## src/rtl/ifetch_pkg.sv

```systemverilog
// Shared definitions for the instruction fetch unit: state encoding,
// datapath width and the default reset PC.
package ifetch_pkg;

    localparam int XLEN = 32;

    localparam logic [XLEN-1:0] RESET_PC_DEFAULT = 32'h0000_0000;

    typedef enum logic [1:0] {
        IDLE = 2'd0,
        BUSY = 2'd1,
        DROP = 2'd2
    } state_e;

    function automatic logic [XLEN-1:0] alignPc(input logic [XLEN-1:0] addr);
        return addr & ~XLEN'(3);
    endfunction

endpackage

```

## src/rtl/ifetch.sv

```systemverilog
// Instruction fetch unit: keeps one memory request in flight at most, pushes
// returned words into the instruction queue and squashes fetches on redirect.
module ifetch
    import ifetch_pkg::*;
#(
    parameter logic [XLEN-1:0] RESET_PC = RESET_PC_DEFAULT
) (
    input  logic            clk,
    input  logic            rst,
    input  logic            rdy,
    input  logic            jump_i,
    input  logic [XLEN-1:0] jump_addr_i,
    input  logic            iq_full_i,
    output logic            iq_we_o,
    output logic [XLEN-1:0] iq_inst_o,
    output logic [XLEN-1:0] iq_pc_o,
    output logic            mem_req_o,
    output logic [XLEN-1:0] mem_addr_o,
    input  logic            mem_done_i,
    input  logic [XLEN-1:0] mem_data_i
);

    state_e          state_q;
    logic [XLEN-1:0] pc_q;
    logic            mem_req_q;
    logic [XLEN-1:0] mem_addr_q;
    logic            iq_we_q;
    logic [XLEN-1:0] iq_inst_q;
    logic [XLEN-1:0] iq_pc_q;

    logic [XLEN-1:0] jump_pc_d;
    logic [XLEN-1:0] pc_plus4_d;

    assign jump_pc_d  = alignPc(jump_addr_i);
    assign pc_plus4_d = pc_q + XLEN'(4);

    // A redirect always wins over returning data; an in-flight request is
    // never withdrawn, only marked for discard via DROP.
    always_ff @(posedge clk or negedge rst) begin
        if (!rst) begin
            state_q    <= IDLE;
            pc_q       <= RESET_PC;
            mem_req_q  <= 1'b0;
            mem_addr_q <= '0;
            iq_we_q    <= 1'b0;
            iq_inst_q  <= '0;
            iq_pc_q    <= '0;
        end else if (rdy) begin
            iq_we_q <= 1'b0;
            unique case (state_q)
                IDLE: begin
                    if (jump_i) begin
                        pc_q <= jump_pc_d;
                    end else if (!iq_full_i) begin
                        mem_req_q  <= 1'b1;
                        mem_addr_q <= alignPc(pc_q);
                        state_q    <= BUSY;
                    end
                end
                BUSY: begin
                    if (jump_i) begin
                        pc_q <= jump_pc_d;
                        if (mem_done_i) begin
                            mem_req_q <= 1'b0;
                            state_q   <= IDLE;
                        end else begin
                            state_q <= DROP;
                        end
                    end else if (mem_done_i) begin
                        iq_we_q   <= 1'b1;
                        iq_inst_q <= mem_data_i;
                        iq_pc_q   <= pc_q;
                        pc_q      <= pc_plus4_d;
                        mem_req_q <= 1'b0;
                        state_q   <= IDLE;
                    end
                end
                DROP: begin
                    if (jump_i) begin
                        pc_q <= jump_pc_d;
                    end
                    if (mem_done_i) begin
                        mem_req_q <= 1'b0;
                        state_q   <= IDLE;
                    end
                end
                default: state_q <= IDLE;
            endcase
        end
    end

    assign iq_we_o    = iq_we_q;
    assign iq_inst_o  = iq_inst_q;
    assign iq_pc_o    = iq_pc_q;
    assign mem_req_o  = mem_req_q;
    assign mem_addr_o = mem_addr_q;

endmodule

```

## config.mk

```make
export PLATFORM = sky130hd
export DESIGN_NAME = ifetch
export DESIGN_NICKNAME = d
export VERILOG_FILES = /design/src/rtl/ifetch_pkg.sv /design/src/rtl/ifetch.sv
export SDC_FILE = /design/constraint.sdc
export NUM_CORES = 1
export LEC_CHECK = 0
export BUFFER_PORTS_ARGS = -buffer_cell sky130_fd_sc_hd__buf_4
export CORE_MARGIN = 3
export CORE_UTILIZATION = 40
export DETAILED_ROUTE_END_ITERATION = 7
export PLACE_DENSITY_LB_ADDON = 0.3
export SLEW_MARGIN = 15
export SYNTH_ARGS = -nofsm -noshare
export SYNTH_HDL_FRONTEND = slang
export SYNTH_SLANG_ARGS = --single-unit
```

## constraint.sdc

```tcl
create_clock -name clk -period 2 [get_ports clk]
set_clock_uncertainty 0.2 [all_clocks]
set_input_delay 0.3 -clock clk [delete_from_list [all_inputs] [get_ports clk]]
set_output_delay 0.3 -clock clk [all_outputs]
set_load 0.02 [all_outputs]
```

* After elaboration in Yosys (flattened, before gate mapping) *
Cells that the tools add are included.

storage, ports and cells
  word-level logic and storage cells = 44
  register bits after elaboration = 130
  output and inout bits = 98
  input port bits = 70

operators by class
  equal/unequal tests = 7
  muxes and demuxes = 17
  add/sub/neg operators = 1
  reduce and logical (&&, ||, !) cells = 10
  bitwise gates (word level) = 2

operators with widths
  cell                                                                     count
  32-bit two-way mux                                                       3
  32-bit one-hot mux with 2 select lines                                   1
  32-bit by 3-bit adder with 32-bit output, second input constant          1
  4-bit AND reduction                                                      3
  2-bit two-way mux                                                        5
  1-bit two-way mux                                                        6
  2-bit one-hot mux with 3 select lines                                    1
  5-bit AND reduction                                                      1
  2-bit by 1-bit inequality test with 1-bit output, second input constant  2
  2-bit inequality test, second input constant                             2
  2-bit nonzero test                                                       2
  2-bit OR reduction                                                       2
  3-bit inequality test, second input constant                             1
  3-bit AND reduction                                                      1
  2-bit by 1-bit equality test with 1-bit output, second input constant    1
  2-bit equality test, second input constant                               1
  2-bit logical NOT                                                        1
  1-bit inverter                                                           2
  1-bit one-hot mux with 2 select lines                                    1

* Logic depth before layout (Yosys ltp) *
  word-level depth = 4
  depth in mapped cells = 9
  gate-level depth less buffers = 7

* Least setup slack after synthesis *
Ideal clock, no wire load.

  path type = flip-flop to flip-flop
  from = register state_q[0]
  to = register pc_q[31]
  path buffers = 0
  data required time = 1.731 ns
  clock period less this slack = 2.060 ns
  path slack = -0.060 ns
  library setup time = 0.069 ns
  stages on the path, launching flop included = 7
  arrival = 1.791 ns
  cell sequence = dfrtp_1 inv_1 ha_1 nor3_2 nand3_1 or4_1 nand3_1

between the ends
  word-level cells in the longest chain between the ends = 4
  elaborated cells between the ends (all ways) = 9
  classes of those cells = 4 x eq/ne; 1 x mux; 4 x reduce/logical

ends and longest elaborated chain
  what                                                                                                     RTL line      text
  from (decl)                                                                                              ifetch.sv:23  state_e state_q;
  from (signal assigned)                                                                                   ifetch.sv:41  state_q <= IDLE;
  from (signal assigned)                                                                                   ifetch.sv:57  state_q <= BUSY;
  from (signal assigned)                                                                                   ifetch.sv:65  state_q <= IDLE;
  2-bit equality test / 2-bit logical NOT (equally long branches)                                          ifetch.sv:50  unique case (state_q)
  2-bit OR reduction (no line)                                                                             --
  2-bit by 1-bit inequality test with 1-bit output (no line) / 2-bit nonzero test (equally long branches)  --
  4-bit AND reduction (no line)                                                                            --
  to (signal assigned)                                                                                     ifetch.sv:53  pc_q <= jump_pc_d;
  to (signal assigned)                                                                                     ifetch.sv:62  pc_q <= jump_pc_d;
  to (signal assigned)                                                                                     ifetch.sv:73  pc_q <= pc_plus4_d;
  to (decl)                                                                                                ifetch.sv:24  logic [XLEN-1:0] pc_q;

Parallel ways exist; a longest one is shown, timed or not.
A chain may end at the register's enable or synchronous reset.

* Final worst setup path *
  from = register state_q[0]
  to = register mem_addr_q[23], in the netlist mem_addr_o[23]

between the ends
  word-level cells in the longest chain between the ends = 2

ends and longest elaborated chain
  what                           RTL line      text
  2-bit logical NOT              ifetch.sv:50
  4-bit AND reduction (no line)  --
  to (signal assigned)           ifetch.sv:56  mem_addr_q <= alignPc(pc_q);
  to (decl)                      ifetch.sv:26  logic [XLEN-1:0] mem_addr_q;

No other way between the ends.

==> flow_metrics.py <==
metrics = {
    "grt": {
        "grtUsageTotal_pct": 19.40,
        "grt-ovfl-total": 0,
        "grt_max_degree": 54,
        "grt_pass1_vias": 4789,
        "antenna_found_initial": 0,
        "grt_pass1_wl_mm": 24.36,
    },
    "setup_path": {
        "crit_slowest_cell": "dfrtp_1",
        "cp_cell_sequence": "inv_2, ha_4, buf_4, and3b_2, buf_12, mux2_2",
        "required_ps": 2100,
        "worstPathArrival_ps": 2060,
        "slowest_delay_ps": 420,
        "path_max_fanout": 27,
        "r2r_slack_ps": 40,
        "startpoint_type": "flop",
        "critPathCaptureType": "flop",
        "r2r_end": "mem_addr_o[23]$_DFFE_PN0P_",
        "reg2reg_from": "state_q[0]$_DFFE_PN0P_",
        "worst-setup-path-type": "reg2reg",
        "r2r_cells": 6,
        "setup.worst_path.start": "state_q[0]$_DFFE_PN0P_",
    },
    "synth": {
        "synth_flop_cell": "dfrtp_1",
        "synth_edf_count": 0,
        "seq_area_frac_synth_pct": 55.57,
        "netlist_area_um2": 5674,
        "synth_seq_cells": 126,
        "synth_warnings": 0,
        "yosysUniqueCellTypes": 50,
        "synth-simple-area-share_pct": 11.00,
        "async_flop_share_pct": 100.0,
        "syn_inst": 470,
        "synth-compound-area-share_pct": 10.85,
        "synth_top_family_by_area": "multiplexers",
        "syn_avg_cell_area_um2": 12.07,
        "muxShareOfSynthArea_pct": 18.21,
        "synth_xor_area_share_pct": 0,
        "synth-adder-area-share_pct": 1.103,
    },
    "min_path": {
        "hold_path_class": "in2reg",
        "whs_endpoint": "pc_q[16]$_DFFE_PN0P_",
        "hp-start": "jump_addr_i[16]",
        "hold_depth": 3,
    },
    "layout": {
        "multi_input_comb_area_um2": 2489,
        "drive_gt1_share_pct": 49.52,
        "layout.cells.non_filler": 907,
        "antennaDiodeCount": 0,
        "area_delta_synth_final_pct": 51.82,
        "nets": 793,
        "regArea_um2": 3156,
        "final_common_cell": "buf_4",
        "num-fill-cells": 1065,
        "final_cell_mix": "buf_4 (201), dfrtp_1 (124), mux2_2 (90), dlygate4sd3_1 (50), nand2_1 (29)",
    },
    "floorplan": {
        "die_height_um": 125.1,
        "num_rows": 42,
        "die_x_um": 125.1,
        "ios": 168,
        "start_util_pct": 41.85,
        "die_area_um2": 15650,
        "core_area_um2": 13560,
    },
    "timing": {
        "max_freq_ghz": 0.5093,
        "rsz0062_at_grt": "true",
        "fin_ws_ps": 36.35,
        "hold_violations": 0,
        "hold_slack_ps": 10.08,
        "setup_viol": 0,
        "final.period_utilization_pct": 98.18,
        "drv_slew": 0,
        "period_needed_ps": 1964,
        "setup_tns_ps": 0,
    },
    "drt": {
        "drc": 0,
        "via_count": 4756,
        "post_drt_wl_per_cell_um": 17.02,
        "drtPass1Iterations": 5,
        "drtIter0Drc": 327,
        "antenna_left": 0,
        "wirelength_mm": 15.43,
        "vias_per_cell": 5.244,
    },
    "clock_network": {
        "path_clk_slew_ps": 60,
        "cts_buffers": 17,
        "cts_sinks": 126,
        "clk_latency_ps": 420,
        "cts_tree": "built",
        "cts.htree.levels": 4,
        "clk_path_buf_depth": 2,
        "cts_root_buf": "clkbuf_16",
    },
    "placed_design": {
        "io_buffers": 161,
        "hpwlAfterDp_mm": 10.79,
        "place_inst": 823,
        "pre_cts_ws_ps": -45.98,
        "place_congestion": 0.8715,
    },
    "pwr": {
        "p_per_area_nw_per_um2": 1578,
        "finalPower_mw": 13.59,
        "leakagePower_nw": 3.931,
        "ir_drop_mv": 0.8293,
    },
    "job": {
        "cap_violations": 0,
    },
    "outcome": {
        "run_status": "completed",
    },
}
flip-flops by register name, summed over array words and instances (netlist names):
signal      cells
iq_inst_o      32
iq_we_o         1
iq_pc_o        30
pc_q           30
state_q         2
mem_addr_o     30
mem_req_o       1
critical path, delay by kind of cell (launching register included):
kind,cells,cell delay [ps]
fa+ha+maj,1,180
buf+inv,3,440
flops,1,420
mux,1,360
simple gates,1,220
report_power, final:
| group | total [mW] | leakage (nW) | switching [mW] | internal, mW |
|---|---|---|---|---|
| Combinational | 5.85 | 2.15 | 2.98 | 2.87 |
| Sequential | 4.68 | 1.51 | 0.891 | 3.79 |
| Clock | 3.07 | 0.278 | 1.17 | 1.90 |
synth_stat cells (all sizes together), types with 2 or more instances:
cell | count | share of area, %
a2bb2oi | 7 | 1.1
a311oi | 2 | 0.31
mux2i | 2 | 0.35
dfrtp | 126 | 56
o311ai | 2 | 0.31
o21ai | 27 | 2.4
nand2b | 4 | 0.44
nor4 | 2 | 0.22
nand4 | 11 | 1.2
nor2 | 19 | 1.5
a21oi | 21 | 1.9
a211oi | 4 | 0.53
nor3 | 3 | 0.44
a31oi | 3 | 0.33
and2 | 2 | 0.24
o32ai | 4 | 0.62
and4 | 3 | 0.55
a32oi | 6 | 0.93
o22ai | 8 | 0.88
nand3 | 18 | 1.9
nor3b | 3 | 0.40
nor2b | 2 | 0.22
ha | 5 | 1.1
mux2 | 90 | 18
o211ai | 3 | 0.40
a22oi | 2 | 0.26
a311o | 2 | 0.35
clkbuf | 14 | 0.93
inv | 7 | 0.46
buf | 18 | 1.8
nand2 | 29 | 1.9
and3 | 12 | 1.4
cell families after synthesis:
| logic type | after synthesis |
|---|---|
| flops | 126 |
| simple gates | 112 |
| compound gates | 95 |
| mux | 92 |
| buf+inv | 39 |
| fa+ha+maj | 5 |
| other cells | 1 |
timing repair:
item,4_1_cts,5_1_grt
endpoints found under the setup margin,36,55
endpoints found under the hold margin,99,0
pin swaps,0,6
setup buffers,0,2
cloned,0,0
hold buffers,50,0
gates resized for setup,5,23
routing by layer:
metal	global-route usage [%]	wire, um	vias to the layer above	share of wire [%]
li1	-	-	2229	-
met1	24.09	6292	2355	41
met2	32.24	7890	157	51
met3	6.013	985	15	6.4
met4	6.760	265	0	1.7
met5	0	0	-	0
worst max-delay path by stage:
stage / slack, ps / endpoint
floorplan: 10 / pc_q[11]$_DFFE_PN0P_
global placement: -3 / pc_q[18]$_DFFE_PN0P_
detailed placement: -50 / pc_q[18]$_DFFE_PN0P_
CTS: -3 / mem_addr_o[17]$_DFFE_PN0P_
global route: -30 / pc_q[21]$_DFFE_PN0P_
finish: 40 / mem_addr_o[23]$_DFFE_PN0P_
layout make-up:
cell class / count / share of cell area [%]
multi-input cells: 308 / 28.89
flip-flops and latches: 126 / 36.63
repair buffers: 258 / 24.75
clock buffers: 19 / 5.258
inverters: 7 / 0.3050
clock inverters: 13 / 1.612
well taps: 176 / 2.556
metrics by stage:
stage / instance area (um^2) / util [%]
floorplan: 5692 / -
finish: 8615 / 63.54
global route: 8615 / 63.54
CTS: 8492 / 62.63
detailed placement: 7386 / 54.48
global placement: 7386 / 54.48
No activity file was read; power rests on OpenSTA's default activity.
